==> config.mk <==
export PLATFORM = sky130hd
export DESIGN_NAME = ysyx_22041211_mem_arbiter
export DESIGN_NICKNAME = d
export VERILOG_FILES = /design/src/rtl/ysyx_22041211_mem_arbiter_pkg.sv /design/src/rtl/ysyx_22041211_arb_pick.sv /design/src/rtl/ysyx_22041211_mem_arbiter.sv
export SDC_FILE = /design/constraint.sdc
export NUM_CORES = 1
export LEC_CHECK = 0
export CAP_MARGIN = 20
export CORE_MARGIN = 2
export CORE_UTILIZATION = 30
export CTS_CLUSTER_SIZE = 40
export DETAILED_ROUTE_END_ITERATION = 12
export GPL_TIMING_DRIVEN = 0
export MAX_ROUTING_LAYER = met4
export PLACE_DENSITY = 0.81
export SLEW_MARGIN = 20
export SYNTH_ARGS = -nofsm -noshare
export SYNTH_HDL_FRONTEND = slang
export SYNTH_SLANG_ARGS = --single-unit
export TNS_END_PERCENT = 10
==> constraint.sdc <==
create_clock -name clk -period 3.1 [get_ports clk]
set_input_delay 0.62 -clock clk [delete_from_list [all_inputs] [get_ports clk]]
set_output_delay 0.62 -clock clk [all_outputs]
set_load 0.005 [all_outputs]
==> src/rtl/ysyx_22041211_mem_arbiter_pkg.sv <==
// Shared encodings for the IFU/LSU memory-port arbiter.
// States, owner ids and one-hot grant codes.
package ysyx_22041211_mem_arbiter_pkg;

  typedef enum logic [1:0] {
    ST_IDLE  = 2'd0,
    ST_ISSUE = 2'd1,
    ST_WAIT  = 2'd2
  } state_t;

  typedef enum logic {
    OWNER_IFU = 1'b0,
    OWNER_LSU = 1'b1
  } owner_t;

  localparam logic [1:0] GNT_NONE = 2'b00;
  localparam logic [1:0] GNT_IFU  = 2'b01;
  localparam logic [1:0] GNT_LSU  = 2'b10;

endpackage

==> src/rtl/ysyx_22041211_arb_pick.sv <==
// Two-way round-robin pick: on a tie the requester
// that did not own the port last time wins.
module ysyx_22041211_arb_pick
  import ysyx_22041211_mem_arbiter_pkg::*;
(
  input  logic       ifu_valid,
  input  logic       lsu_valid,
  input  owner_t     last_owner,
  output logic [1:0] grant
);

  always_comb begin
    grant = GNT_NONE;
    priority case (1'b1)
      (ifu_valid && lsu_valid):
        grant = (last_owner == OWNER_IFU) ? GNT_LSU : GNT_IFU;
      ifu_valid: grant = GNT_IFU;
      lsu_valid: grant = GNT_LSU;
      default:   grant = GNT_NONE;
    endcase
  end

endmodule

==> src/rtl/ysyx_22041211_mem_arbiter.sv <==
// Shares one memory port between fetch and load/store.
// Define YSYX_22041211_ARB_TIMEOUT_EN to abort stalled transactions.
module ysyx_22041211_mem_arbiter
  import ysyx_22041211_mem_arbiter_pkg::*;
#(
  parameter int ADDR_LEN = 32,
  parameter int DATA_LEN = 32,
  parameter int TIMEOUT  = 255
) (
  input  logic                  clk,
  input  logic                  rst,
  input  logic                  ifu_req_valid,
  output logic                  ifu_req_ready,
  input  logic [ADDR_LEN-1:0]   ifu_addr,
  output logic                  ifu_rsp_valid,
  output logic [DATA_LEN-1:0]   ifu_rsp_data,
  output logic                  ifu_rsp_err,
  input  logic                  lsu_req_valid,
  output logic                  lsu_req_ready,
  input  logic [ADDR_LEN-1:0]   lsu_addr,
  input  logic                  lsu_wen,
  input  logic [DATA_LEN-1:0]   lsu_wdata,
  input  logic [DATA_LEN/8-1:0] lsu_wmask,
  output logic                  lsu_rsp_valid,
  output logic [DATA_LEN-1:0]   lsu_rsp_data,
  output logic                  lsu_rsp_err,
  output logic                  mem_req_valid,
  input  logic                  mem_req_ready,
  output logic [ADDR_LEN-1:0]   mem_addr,
  output logic                  mem_wen,
  output logic [DATA_LEN-1:0]   mem_wdata,
  output logic [DATA_LEN/8-1:0] mem_wmask,
  input  logic                  mem_rsp_valid,
  input  logic [DATA_LEN-1:0]   mem_rsp_data,
  input  logic                  mem_rsp_err,
  output logic                  busy
);

  localparam int MW = DATA_LEN / 8;

  if (TIMEOUT < 1) begin : g_bad_timeout
    $error("TIMEOUT must be at least 1");
  end

  state_t         state;
  state_t         state_nx;
  owner_t         last_owner;
  owner_t         owner;
  logic [1:0]     grant;
  logic           ifu_gnt;
  logic           lsu_gnt;
  logic           rsp_fire;
  logic           tmo_fire;
  logic           done;
  logic           rsp_err_w;
  logic [DATA_LEN-1:0] rsp_data_w;

  ysyx_22041211_arb_pick u_pick (
    .ifu_valid  (ifu_req_valid),
    .lsu_valid  (lsu_req_valid),
    .last_owner (last_owner),
    .grant      (grant)
  );

  always_ff @(posedge clk or posedge rst) begin
    if (rst) state <= ST_IDLE;
    else     state <= state_nx;
  end

  always_comb begin
    state_nx      = state;
    ifu_gnt       = 1'b0;
    lsu_gnt       = 1'b0;
    mem_req_valid = 1'b0;
    rsp_fire      = 1'b0;
    unique case (state)
      ST_IDLE: begin
        // Ready is forced low while reset is held.
        if (!rst) begin
          ifu_gnt = grant[0];
          lsu_gnt = grant[1];
        end
        if (ifu_gnt || lsu_gnt) state_nx = ST_ISSUE;
      end
      ST_ISSUE: begin
        mem_req_valid = 1'b1;
        if (tmo_fire)           state_nx = ST_IDLE;
        else if (mem_req_ready) state_nx = ST_WAIT;
      end
      ST_WAIT: begin
        rsp_fire = mem_rsp_valid;
        if (rsp_fire || tmo_fire) state_nx = ST_IDLE;
      end
      default: state_nx = ST_IDLE;
    endcase
  end

  always_ff @(posedge clk or posedge rst) begin
    if (rst) begin
      last_owner <= OWNER_IFU;
      owner      <= OWNER_IFU;
      mem_addr   <= '0;
      mem_wen    <= 1'b0;
      mem_wdata  <= '0;
      mem_wmask  <= '0;
    end else if (ifu_gnt) begin
      last_owner <= OWNER_IFU;
      owner      <= OWNER_IFU;
      mem_addr   <= ifu_addr;
      mem_wen    <= 1'b0;
      mem_wdata  <= '0;
      mem_wmask  <= {MW{1'b1}};
    end else if (lsu_gnt) begin
      last_owner <= OWNER_LSU;
      owner      <= OWNER_LSU;
      mem_addr   <= lsu_addr;
      mem_wen    <= lsu_wen;
      mem_wdata  <= lsu_wdata;
      mem_wmask  <= lsu_wmask;
    end
  end

`ifdef YSYX_22041211_ARB_TIMEOUT_EN
  localparam int CW =
    (TIMEOUT > 255) ? $clog2(TIMEOUT + 1) : 8;

  logic [CW-1:0] cnt;

  always_ff @(posedge clk or posedge rst) begin
    if (rst)                    cnt <= '0;
    else if (ifu_gnt | lsu_gnt) cnt <= '0;
    else if (state != ST_IDLE)  cnt <= cnt + CW'(1);
  end

  // cnt lags elapsed cycles by one; a real response wins a tie.
  assign tmo_fire = (state != ST_IDLE)
                 && (cnt == CW'(TIMEOUT - 1))
                 && !(state == ST_WAIT && mem_rsp_valid);
`else
  assign tmo_fire = 1'b0;
`endif

  assign done       = rsp_fire | tmo_fire;
  assign rsp_data_w = rsp_fire ? mem_rsp_data : '0;
  assign rsp_err_w  = rsp_fire ? mem_rsp_err : tmo_fire;

  assign ifu_req_ready = ifu_gnt;
  assign lsu_req_ready = lsu_gnt;

  assign ifu_rsp_valid = done && (owner == OWNER_IFU);
  assign ifu_rsp_data  = ifu_rsp_valid ? rsp_data_w : '0;
  assign ifu_rsp_err   = ifu_rsp_valid & rsp_err_w;

  assign lsu_rsp_valid = done && (owner == OWNER_LSU);
  assign lsu_rsp_data  = lsu_rsp_valid ? rsp_data_w : '0;
  assign lsu_rsp_err   = lsu_rsp_valid & rsp_err_w;

  assign busy = (state != ST_IDLE);

endmodule

==> impl_metrics.yaml, run 1 <==
clocking:
  cts_root_buf: "clkbuf_16"
  cts_buffer_depth: 2
  clkLatencyLatePin_ps: 330
  cts.sinks: 72
  clk_pin_slew_worst_paths_ps: 60
  cts_inserted_buffers: 9
  cts_max_level: 3
  cts_tree: "yes"
grt:
  grt_pass1_vias: 5029
  grt_overflow: 0
  grt_pass1_wl_mm: 25.4
  antenna_found_initial: 0
  grt_max_degree: 51
  grt.total_usage_pct: 24.9
synth:
  syn-num-nets: 586
  avgSynthCellArea_sq_um: 8.63
  yosys_warnings: 0
  synth_ff_type: "dfrtp_1"
  ys_seq_elements: 72
  yosysTopAreaCell: "dfrtp_1"
  synth_cells: 446
  yosys.cell_count.top_type: "dfrtp_1"
  ys_top_cells_by_area: "dfrtp_1 47%, and2_1 11%, nand3_1 9.2%, o21ai_0 9.1%, a31oi_1 5.2%"
  synth_area_sq_mm: 0.00385
  synth_cell_types: 25
  synth-edff-count: 0
  async_flop_share_pct: 100
  synth_top_area_share_pct: 46.8
  ys_seq_area_share_pct: 46.8
  ys_top_cells_by_count: "72 x dfrtp_1, 71 x nand3_1, 70 x o21ai_0, 66 x and2_1, 41 x clkbuf_1"
routing:
  route.detailed.vias_per_inst: 5.23
  wl_per_cell_um: 18.6
  wirelength_mm: 17.1
  ant_nets: 0
  post-route-drc-count: 0
  drtIter0Drc: 455
  dr.pass1.iters: 5
  num_vias: 4805
die:
  die_area_sq_mm: 0.0138
  die_width_um: 117
  num_rows: 41
  core_sq_mm: 0.0126
  fp.dieH_um: 117
  floorplan.initialDensity_pct: 30.6
  ioPinCount: 281
cells_and_area:
  diodes: 0
  final_util_pct: 57.7
  fin_area_sq_mm: 0.00725
  drive_gt1_share_pct: 6.17
  area_growth_pct: 88.4
  nets: 882
placed_design:
  io_buffers: 280
  placed_cell_area_sq_mm: 0.00690
  dpl.hpwl_mm: 13.0
  gp_congestion: 0.871
  place_ws_ps: -560
timing:
  fmax_mhz: 325
  hold_slack_ps: 446
  finClkSkew_ps: 3.26
  slew_headroom_pct: 41.5
  finalSetupViolCount: 0
  post-route-period-util_pct: 99.2
  worst_pin_slew_ps: 871
  min_period_ps: 3080
  timing.final.ws_setup_ps: 24.0
  rsz0062_at_grt: "true"
  drv_slew: 0
  hold_violations: 0
worst_setup_path:
  crit_type: "in -> out"
  arrival_ps: 2460
  cp.required_ps: 2480
  cp_max_fo: 10
  r2r_start: "state[0]"
  critPathLaunch: "mem_rsp_valid"
  startpoint_type: "input port"
  cp-end-kind: "primary output"
power_and_ir_drop:
  power_density_mw_per_mm2: 733
  power.total_mw: 5.32
  ir_worst_vdd_mv: 0.265
  p_leak_nw: 2.77
job:
  maxCapViolations: 0
min_path:
  hold_class: "in -> async"
run_status:
  status: "completed"
-- routing by layer --
layer / part of all wire [%] / vias to the layer above / routed length [um] / GRT usage, %
met5: 0 / - / 0 / -
met3: 6.6 / 27 / 1120 / 4.02
li1: - / 2211 / - / -
met4: 2.0 / 0 / 344 / 8.16
met1: 39 / 2313 / 6720 / 28.2
met2: 52 / 254 / 8930 / 44.6
-- worst max-delay path: stages --
cell and delay [ps]:
clkdlybuf4s50_1 500, nor3b_4 310, buf_1 300, and2_1 210, clkdlybuf4s50_1 510
-- cell type report --
class,instances,area (sq um)
Fill cell,1121,5310
Timing Repair Buffer,287,2880
Multi-Input combinational cell,318,1820
Sequential cell,72,1800
Clock buffer,13,270
Buffer,50,236
Tap cell,172,215
Inverter,4,21.3
Clock inverter,2,13.8
-- layout by cell type (no fill, tap or decap), types with 3 or more instances in the layout --
master / netlist / final
buf_1: 1 / 3
clkdlybuf4s50_1: 0 / 277
buf_6: 5 / 5
clkbuf_16: 0 / 9
a31oi_1: 32 / 32
o21ai_0: 70 / 70
nor4_1: 32 / 32
nand3_1: 71 / 71
a21oi_1: 31 / 31
buf_2: 5 / 5
clkbuf_8: 0 / 3
buf_4: 0 / 6
and2_1: 66 / 66
clkbuf_1: 41 / 34
dfrtp_1: 72 / 72
clkbuf_2: 0 / 4
-- registers in the layout (all words and copies together) (netlist names) --
name,cells
mem_addr,32
mem_wdata,32
mem_wen,1
mem_wmask,4
owner,1
state,2
-- metrics by stage --
step	TNS, ps	instances
after CTS	0	918
after global routing	-1110	918
after global placement	-58700	898
after floorplan	0	446
after detailed placement	-15390	899
final	0	918
-- path summary, 6_finish.rpt --
check / to / slack [ps] / cells past startpoint
min in group clk: mem_wdata[0] / 510 / 1
min reg2reg: mem_wdata[0] / 510 / 1
max: ifu_rsp_data[17] / 20 / 5
min: mem_addr[22] / 450 / 2
max reg2reg: mem_wdata[1] / 760 / 4
max in group asynchronous: mem_addr[0] / 2100 / 3
-- repair_timing --
action                                  in CTS  in global routing
endpoints found under the setup margin      65                 24
setup buffers                                6                  0
hold buffers                                 0                  0
pin swaps                                    1                  1
gates resized for setup                     14                  8
-- kinds of logic (layout without fill, tap and decap cells) --
logic type / Yosys count / in the layout / synth area share (%)
buffers and inverters: 56 / 356 / 6.60
flip-flops: 72 / 72 / 46.8
AO/OA/AOI/OAI: 138 / 138 / 19.4
AND/OR/NAND/NOR: 180 / 180 / 27.2
-- power by group --
group | switching [mW] | internal, mW
Combinational | 1.14 | 1.47
Sequential | 0.294 | 1.41
Clock | 0.397 | 0.604
Total | 1.83 | 3.49
No activity file was read; power rests on OpenSTA's default activity.
==> run 2: changes to the inputs <==
--- a/config.mk
+++ b/config.mk
@@ -12,9 +12,10 @@
 export DETAILED_ROUTE_END_ITERATION = 12
 export GPL_TIMING_DRIVEN = 0
 export MAX_ROUTING_LAYER = met4
-export PLACE_DENSITY = 0.81
+export PLACE_DENSITY = 0.85
 export SLEW_MARGIN = 20
 export SYNTH_ARGS = -nofsm -noshare
 export SYNTH_HDL_FRONTEND = slang
+export SYNTH_HIERARCHICAL = 1
 export SYNTH_SLANG_ARGS = --single-unit
 export TNS_END_PERCENT = 10
==> run 2 against run 1 <==
  * First-iteration DRC count is 71% lower
  * Final area down 8.2%
  * Synthesized cell count fell by 36%
  * Die area is 12% lower
  * Largest cell class unchanged
==> impl_metrics.yaml, run 2 <==
cells_and_area:
  final_cells: 727
  drive_gt1_share_pct: 10.4
  reg_top3: "mem_addr x32, mem_wdata x32, mem_wmask x4"
  fin_area_sq_mm: 0.00666
  area_growth_pct: 97.6
  most-common-layout-cells: "280 x clkdlybuf4s50_1, 84 x and2_1, 72 x dfrtp_1"
  nets: 722
  diodes: 0
  layout_commonest_cell: "clkdlybuf4s50_1"
synth:
  synth_ff_type: "dfrtp_1"
  synth-edff-count: 0
  ys_top_cells_by_count: "84 x and2_1, 72 x dfrtp_1, 34 x a22o_1, 18 x a221o_1, 14 x o221a_2"
  syn-num-nets: 425
  synth_cell_types: 26
  ys_seq_area_share_pct: 53.5
  ys_top_cells_by_area: "dfrtp_1 53%, and2_1 16%, a22o_1 8.8%, a221o_1 5.3%, o221a_2 4.7%"
  avgSynthCellArea_sq_um: 11.8
  ys_seq_elements: 72
  yosys_warnings: 6
  synth_top_area_share_pct: 53.5
  yosys.cell_count.top_type: "and2_1"
  synth_cells: 285
  yosysTopAreaCell: "dfrtp_1"
  synth_area_sq_mm: 0.00337
  async_flop_share_pct: 100
grt:
  grt.total_usage_pct: 20.0
  antenna_found_initial: 0
  grt_pass1_vias: 3530
  grt_pass1_wl_mm: 17.9
  grt_overflow: 0
  grt_max_degree: 41
timing:
  hold_slack_ps: 494
  min_period_ps: 3030
  finClkSkew_ps: 8.32
  slew_headroom_pct: 60.2
  post-route-period-util_pct: 97.6
  hold_violations: 0
  setup_tns_ps: 0
  fmax_mhz: 330
  rsz0062_at_grt: "false"
  finalSetupViolCount: 0
  worst_pin_slew_ps: 593
  drv_slew: 0
placed_design:
  dpl.hpwl_mm: 9.87
  gp_congestion: 0.790
  io_buffers: 280
  placed_cell_area_sq_mm: 0.00637
  place_inst: 706
worst_setup_path:
  slowest_delay_ps: 510
  reg2reg_depth: 7
  cp-end-kind: "primary output"
  endpoint: "lsu_rsp_data[29]"
  cp.required_ps: 2480
  regToRegSetupSlack_ps: 980
  startpoint_type: "input port"
  cp_cell_sequence: "clkdlybuf4s50_1 -> nand2_2 -> nor3b_4 -> buf_4 -> buf_4 -> and2_1 -> clkdlybuf4s50_1"
  cpMaxStageDelayCell: "clkdlybuf4s50_1"
  cp_max_fo: 10
  arrival_ps: 2410
  rr_endpoint: "mem_addr[3]"
  r2r_start: "owner"
  critPathLaunch: "mem_rsp_valid"
  crit_type: "in -> out"
die:
  num_rows: 38
  die_area_sq_mm: 0.0121
  core_sq_mm: 0.0109
  floorplan.initialDensity_pct: 31.0
  fp.dieH_um: 110
  ioPinCount: 281
  die_width_um: 110
power_and_ir_drop:
  power_density_mw_per_mm2: 697
  intPower_mw: 3.26
  switching_share_pct: 29.8
  switchingPower_mw: 1.38
  p_seq_share_pct: 36.5
  p_comb_share_pct: 49.0
  ir_worst_vdd_mv: 0.395
  p_clk_share_pct: 14.5
  p_leak_nw: 2.75
routing:
  dr.pass1.iters: 4
  wirelength_mm: 12.6
  drtIter0Drc: 134
  route.detailed.vias_per_inst: 4.74
  ant_nets: 0
  wl_per_cell_um: 17.4
  post-route-drc-count: 0
  num_vias: 3449
clocking:
  cts.sinks: 72
  cts_tree: "yes"
  cts_max_level: 3
  cts_root_buf: "clkbuf_8"
  cts_inserted_buffers: 9
  clk_pin_slew_worst_paths_ps: 70
  clkLatencyLatePin_ps: 340
  cts_buffer_depth: 2
run_status:
  status: "completed"
job:
  maxCapViolations: 0
min_path:
  min_from: "mem_wmask[3]"
  hold_class: "reg -> reg"
## run 2: cell types whose count changed in the layout (fill, tap and decap cells not counted), moves of 14 or more
| cell | previous run | this run |
|---|---|---|
| nand3_1 | 71 | 0 |
| o21ai_0 | 70 | 1 |
| a22o_1 | 2 | 34 |
| a31oi_1 | 32 | 0 |
| nor4_1 | 32 | 0 |
| a21oi_1 | 31 | 0 |
| clkbuf_1 | 34 | 7 |
| a221o_1 | 0 | 18 |
| and2_1 | 66 | 84 |
| o221a_2 | 0 | 14 |
## run 2: cells by family after synthesis
group	share of synthesized area, %
DFF	53.5
AOI/OAI and AO/OA	20.9
and+or+nand+nor	21.7
buffers and inverters	3.97
## run 2: per-stage QoR
step           total power [mW]  worst slack [ps]  utilization, %
5_1_grt                    4.94             0.297            61.2
3_5_place_dp               3.94              -609            58.5
6_report                   4.64              73.3            61.2
3_3_place_gp               3.88              -663            58.3
2_1_floorplan              2.47               655               -
4_1_cts                    4.67             0.681            60.6
## run 2: worst min-delay path by stage
stage / endpoint / slack, ps / depth (start not counted)
CTS: mem_wmask[3] / 500 / 1
floorplan: mem_wmask[0] / 480 / 1
finish: mem_wmask[3] / 490 / 1
detailed placement: mem_wmask[3] / 480 / 1
global route: mem_wmask[3] / 520 / 1
global placement: mem_wmask[1] / 470 / 1
## run 2: layout make-up
cell class | count | area [sq um]
inverter | 3 | 13.8
fill | 847 | 4230
tap | 140 | 175
clock buffer | 12 | 155
timing repair buffer | 286 | 2860
multi-input combinational | 186 | 1460
sequential | 72 | 1800
clock inverter | 4 | 28.8
buffer | 24 | 166
## run 2: power by group through the flow
stage | clock network, mW | registers [mW] | logic [mW]
after global placement | 0 | 1.67 | 2.21
final | 0.674 | 1.70 | 2.27
after CTS | 0.697 | 1.69 | 2.28
after floorplan | 0 | 1.71 | 0.760
after global routing | 0.736 | 1.75 | 2.45
after detailed placement | 0 | 1.70 | 2.24
## run 2: repair_timing
action,4_1_cts,5_1_grt
hold buffers,0,0
setup endpoints to repair,59,59
resized for setup,10,26
cloned,0,1
pin swaps,1,2
buffers inserted,2,2
## run 2: critical path, delay by kind of cell
family | cells | cell delay (ps)
buf+inv | 4 | 1340
simple gates | 3 | 440
## run 2: per-layer routing
| layer | share of wire [%] | track usage (%) |
|---|---|---|
| met1 | 38 | 21.7 |
| met2 | 51 | 35.7 |
| met3 | 9.7 | 5.47 |
| met4 | 1.1 | 5.97 |
| met5 | 0 | - |
==> run 3: changes to the inputs <==
--- a/config.mk
+++ b/config.mk
@@ -8,6 +8,7 @@
 export CAP_MARGIN = 20
 export CORE_MARGIN = 2
 export CORE_UTILIZATION = 30
+export CTS_CLUSTER_DIAMETER = 40
 export CTS_CLUSTER_SIZE = 40
 export DETAILED_ROUTE_END_ITERATION = 12
 export GPL_TIMING_DRIVEN = 0
==> results of run 3 <==
The final DEF is identical to that of run 2; final timing and power are the same.
